===== src/rtl/uart_tx_fifo_drain.sv =====
// uart_tx_fifo_drain: pops bytes from a show-ahead FIFO and sends them as 8N1
// UART frames, LSB first. Back-to-back frames have no idle gap.
// Optional macro UART_TX_PARITY_EN inserts a parity bit (even, or odd when
// PARITY_ODD=1) between the data bits and the stop bit.
module uart_tx_fifo_drain #(
    parameter int unsigned CLK_FREQ_HZ = 100_000_000,
    parameter int unsigned BAUD        = 115_200,
    parameter int unsigned PARITY_ODD  = 0
) (
    input  logic       clk,
    input  logic       rst,
    input  logic       fifo_valid,
    input  logic [7:0] fifo_data,
    output logic       fifo_rd_en,
    input  logic       tx_enable,
    output logic       tx,
    output logic       busy,
    output logic       tx_done
);

    localparam int unsigned CLKS_PER_BIT = CLK_FREQ_HZ / BAUD;
    localparam int unsigned CNT_W        = (CLKS_PER_BIT > 1) ? $clog2(CLKS_PER_BIT) : 1;
    localparam logic [CNT_W-1:0] CNT_LAST = CNT_W'(CLKS_PER_BIT - 1);

    // Reject parameter sets the bit timing or parity logic cannot honour
    if (CLKS_PER_BIT < 2 || PARITY_ODD > 1) begin : g_param_check
        $error("uart_tx_fifo_drain: CLKS_PER_BIT must be >= 2 and PARITY_ODD must be 0 or 1");
    end

    typedef enum logic [2:0] {
        IDLE   = 3'd0,
        START  = 3'd1,
        DATA   = 3'd2,
        PARITY = 3'd3,
        STOP   = 3'd4
    } state_t;

    state_t           state, state_n;
    logic [CNT_W-1:0] cnt, cnt_n;
    logic [2:0]       bit_idx, bit_idx_n;
    logic [7:0]       shreg, shreg_n;
    logic             tx_n, busy_n, tx_done_n;
    logic             bit_end;
`ifdef UART_TX_PARITY_EN
    logic             par_bit, par_bit_n;
`endif

    // Next-state, bit timing, pop strobe and next values of the registered outputs
    always_comb begin
        state_n    = state;
        bit_idx_n  = bit_idx;
        shreg_n    = shreg;
        fifo_rd_en = 1'b0;
        bit_end    = (cnt == CNT_LAST);
        cnt_n      = bit_end ? '0 : cnt + CNT_W'(1);
`ifdef UART_TX_PARITY_EN
        par_bit_n  = par_bit;
`endif

        case (state)
            IDLE: begin
                cnt_n = '0;
                if (fifo_valid && tx_enable) begin
                    fifo_rd_en = 1'b1;
                    state_n    = START;
                    shreg_n    = fifo_data;
`ifdef UART_TX_PARITY_EN
                    par_bit_n  = (^fifo_data) ^ 1'(PARITY_ODD);
`endif
                end
            end
            START: begin
                if (bit_end) begin
                    state_n   = DATA;
                    bit_idx_n = 3'd0;
                end
            end
            DATA: begin
                if (bit_end) begin
                    shreg_n   = {1'b0, shreg[7:1]};
                    bit_idx_n = bit_idx + 3'd1;
                    if (bit_idx == 3'd7) begin
`ifdef UART_TX_PARITY_EN
                        state_n = PARITY;
`else
                        state_n = STOP;
`endif
                    end
                end
            end
`ifdef UART_TX_PARITY_EN
            PARITY: begin
                if (bit_end) begin
                    state_n = STOP;
                end
            end
`endif
            STOP: begin
                if (bit_end) begin
                    if (fifo_valid && tx_enable) begin
                        // Chain straight into the next frame's start bit
                        fifo_rd_en = 1'b1;
                        state_n    = START;
                        shreg_n    = fifo_data;
`ifdef UART_TX_PARITY_EN
                        par_bit_n  = (^fifo_data) ^ 1'(PARITY_ODD);
`endif
                    end else begin
                        state_n = IDLE;
                    end
                end
            end
            default: begin
                state_n = IDLE;
                cnt_n   = '0;
            end
        endcase

        // Line level for the state being entered, so tx is registered without lag
        case (state_n)
            START:   tx_n = 1'b0;
            DATA:    tx_n = shreg_n[0];
`ifdef UART_TX_PARITY_EN
            PARITY:  tx_n = par_bit_n;
`endif
            default: tx_n = 1'b1;
        endcase

        busy_n    = (state_n != IDLE);
        tx_done_n = (state_n == STOP) && (cnt_n == CNT_LAST);
    end

    // State, counters, shift register and registered outputs
    always_ff @(posedge clk or posedge rst) begin
        if (rst) begin
            state   <= IDLE;
            cnt     <= '0;
            bit_idx <= 3'd0;
            shreg   <= 8'h00;
            tx      <= 1'b1;
            busy    <= 1'b0;
            tx_done <= 1'b0;
`ifdef UART_TX_PARITY_EN
            par_bit <= 1'b0;
`endif
        end else begin
            state   <= state_n;
            cnt     <= cnt_n;
            bit_idx <= bit_idx_n;
            shreg   <= shreg_n;
            tx      <= tx_n;
            busy    <= busy_n;
            tx_done <= tx_done_n;
`ifdef UART_TX_PARITY_EN
            par_bit <= par_bit_n;
`endif
        end
    end

endmodule


===== config.mk =====
export PLATFORM = sky130hd
export DESIGN_NAME = uart_tx_fifo_drain
export DESIGN_NICKNAME = d
export VERILOG_FILES = /design/src/rtl/uart_tx_fifo_drain.sv
export SDC_FILE = /design/constraint.sdc
export NUM_CORES = 1
export LEC_CHECK = 0
export CORE_AREA = 2 2 44 86
export DETAILED_ROUTE_END_ITERATION = 7
export DIE_AREA = 0 0 46 88
export DONT_BUFFER_PORTS = 1
export GPL_TIMING_DRIVEN = 0
export PLACE_DENSITY = 0.61
export SYNTH_ARGS = -nofsm -noshare
export SYNTH_HDL_FRONTEND = slang
export SYNTH_SLANG_ARGS = --single-unit
export TNS_END_PERCENT = 50

===== constraint.sdc =====
create_clock -name clk -period 5.1 [get_ports clk]
set_input_delay 0.765 -clock clk [delete_from_list [all_inputs] [get_ports clk]]
set_output_delay 0.765 -clock clk [all_outputs]
set_load 0.005 [all_outputs]

==> flow_summary.json <==
{
  "start_util": 0.430,
  "place_congestion": 0.843,
  "dp_slack_ns": 2.37,
  "yosysTopAreaCellShare": 0.448,
  "timing_worst_setup_path_type": "flip-flop to primary output",
  "hold_viol": 0,
  "crit_arrival_ns": 2.30,
  "drv_slew": 0,
  "holdPathEnd": "shreg[2]$_DFFE_PP0P_",
  "worst_slack_ns": 2.04,
  "numCtsBuffers": 3,
  "cts_tree": "done",
  "tightest_slew_ns": 1.02,
  "grt_usage": 0.166,
  "post-route-drc-count": 0,
  "syn_area_per_cell_sq_um": 9.68,
  "drv_cap": 0,
  "postCtsResizedCells": 0,
  "vias_per_cell": 5.91,
  "setup-tns-final_ns": 0,
  "post_cts_buffers": 0,
  "crit_path_end_kind": "primary output",
  "antenna_found_initial": 0,
  "path_clk_slew_ns": 0.10,
  "clock_sinks": 27,
  "drive_above_1_share": 0.0844,
  "die_h_microns": 88,
  "n_fill_cell": 322,
  "rows": 30,
  "wl_per_cell_microns": 15.0,
  "finalNetCount": 170,
  "status": "completed",
  "hold_start": "shreg[2]$_DFFE_PP0P_",
  "critPathLaunchType": "flip-flop",
  "yosysSeqAreaShare": 0.466,
  "insertion_delay_ns": 0.28,
  "coreArea_sq_um": 3380,
  "die_area_sq_um": 4050,
  "fin_skew_ns": 0.00758,
  "grt_max_degree": 28,
  "io_pins": 16,
  "hold_depth": 1,
  "num_vias": 1100,
  "synthesis.area_sq_um": 1450,
  "syn_to_final_growth_pct": 6.21,
  "crit-reg2reg-launch": "cnt[0]$_DFF_PP0_",
  "grt-ovfl-total": 0,
  "slew_headroom": 0.319,
  "ys_ff_latch": 27,
  "fmax_mhz": 327,
  "ys_warn_count": 0,
  "final_common_cell": "dfrtp_1",
  "first_global_vias": 1142,
  "postRouteAntennaNets": 0,
  "finalWirelength_microns": 2780,
  "htreeDepth": 1,
  "finalInstanceArea_sq_um": 1540,
  "syn_inst": 150,
  "place_area_sq_um": 1490,
  "finalCritPeriodShare": 0.600,
  "p_leak_nw": 0.706,
  "cellPowerDensity_nw_per_um2": 337,
  "grt_first_pass_wirelength_microns": 5040,
  "required_ns": 4.34,
  "synth.distinct_cells": 40,
  "worstPathMaxFanout": 9,
  "final_cell_mix": "26 x dfrtp_1, 21 x nor2_1, 13 x nand2_1",
  "grt_setup_unrepaired": "no",
  "ir_drop_v": 0.000218,
  "reg2reg_to": "shreg[1]$_DFFE_PP0P_",
  "cts-root-buf": "clkbuf_8",
  "die_x_microns": 46,
  "timing.hold.ws_ns": 0.492,
  "yosysTopAreaCell": "dfrtp_1",
  "min_period_ns": 3.06,
  "finalSetupViolations": 0,
  "drt_iter0_drc": 20,
  "io_buffers": 0,
  "synth.area.top_cells": "dfrtp_1 45%, a22o_1 5.4%, nor2_1 5.4%",
  "ctsLongestPathBuffers": 2,
  "syn_nets": 165,
  "antenna_cells": 0,
  "r2r_setup_slack_ns": 2.61,
  "dr.pass1.iters": 4,
  "ctsHoldBuffers": 0,
  "hold_class": "flip-flop to flip-flop",
  "hpwl_microns": 2070,
  "ff2ff_path_depth": 6
}
[area by class of cell]
class                           instances  area [sq um]  area share
Buffer                                  7          45.0      0.0292
Clock buffer                            3          41.3      0.0268
Clock inverter                          1          8.76     0.00568
Inverter                                6          22.5      0.0146
Multi-Input combinational cell        110           707       0.459
Sequential cell                        27           677       0.439
Tap cell                               32          40.0      0.0260
[critical path, cell delays in order (launching register included)]
cell and delay [ns]:
dfrtp_1 0.42, ha_1 0.26, or3b_1 0.42, o31ai_1 0.47, and3_1 0.24, buf_2 0.21
[layer usage]
layer  track usage  up-vias  wire length (microns)
met5             0        -                      0
met4        0.0701        0                     37
met3        0.0186        4                     49
met2         0.284       14                   1520
met1         0.199      543                   1180
li1              -      539                      -
[stage by stage]
stage | power, mW | std cells | utilization
6_report | 0.520 | 186 | 0.456
5_1_grt | 0.560 | 186 | 0.456
4_1_cts | 0.524 | 186 | 0.456
3_5_place_dp | 0.393 | 182 | 0.441
3_3_place_gp | 0.390 | 182 | 0.441
2_1_floorplan | 0.370 | 150 | -
[worst max path at each step]
| stage | from | end | slack (ns) | cells after the start |
|---|---|---|---|---|
| after floorplan | cnt[0]$_DFF_PP0_ | fifo_rd_en | 2.66 | 5 |
| after global placement | cnt[0]$_DFF_PP0_ | fifo_rd_en | 2.37 | 5 |
| after detailed placement | cnt[0]$_DFF_PP0_ | fifo_rd_en | 2.37 | 5 |
| after CTS | cnt[0]$_DFF_PP0_ | fifo_rd_en | 2.04 | 5 |
| after global routing | cnt[0]$_DFF_PP0_ | fifo_rd_en | 1.90 | 5 |
| final | cnt[0]$_DFF_PP0_ | fifo_rd_en | 2.04 | 5 |
[registers in the layout, summed over array words and instances, names as in the netlist]
signal and count:
bit_idx 3, busy 1, cnt 10, shreg 8
state 3, tx 1, tx_done 1
[where the power goes]
part	switching (mW)	internal, mW
logic	0.0556	0.0459
registers	0.0393	0.251
clock network	0.0703	0.0574
total	0.165	0.354
[synthesized netlist by cell type]
cell      count
and4_1        1
a22o_1        9
xor2_1        4
nor4b_2       1
a21o_1        8
and2_1        2
nor3_1        1
o32ai_1       1
clkbuf_1      2
buf_2         3
and3_1        3
o41ai_1       1
nand3_1       5
nor4_1        3
o21ai_1       1
or3b_1        2
inv_1         6
o211ai_1      1
a41oi_1       1
or3b_4        1
o21a_1        3
mux2i_1       1
ha_1          3
a32oi_1       1
buf_6         2
or4_4         1
o31ai_1       1
or3_1         1
nand2_1      13
or2_1         1
xnor2_1       6
dfstp_2       1
a21oi_1       1
a31oi_1       1
nor2b_1       1
nand4_1       2
nand2b_1      1
dfrtp_1      26
nor2_1       21
o21ai_0       7
[cells by family (layout without fill, tap and decap cells)]
logic type               count (synthesis)  in the layout  synth area share
flip-flops                              27             27             0.466
multiplexers                             1              1           0.00690
adder cells (fa/ha/maj)                  3              3            0.0259
AND/OR/NAND/NOR                         60             60             0.213
XOR/XNOR                                10             10            0.0603
AO/OA/AOI/OAI                           36             36             0.181
buffers and inverters                   13             17            0.0465
(Power assumes the default switching activity.)
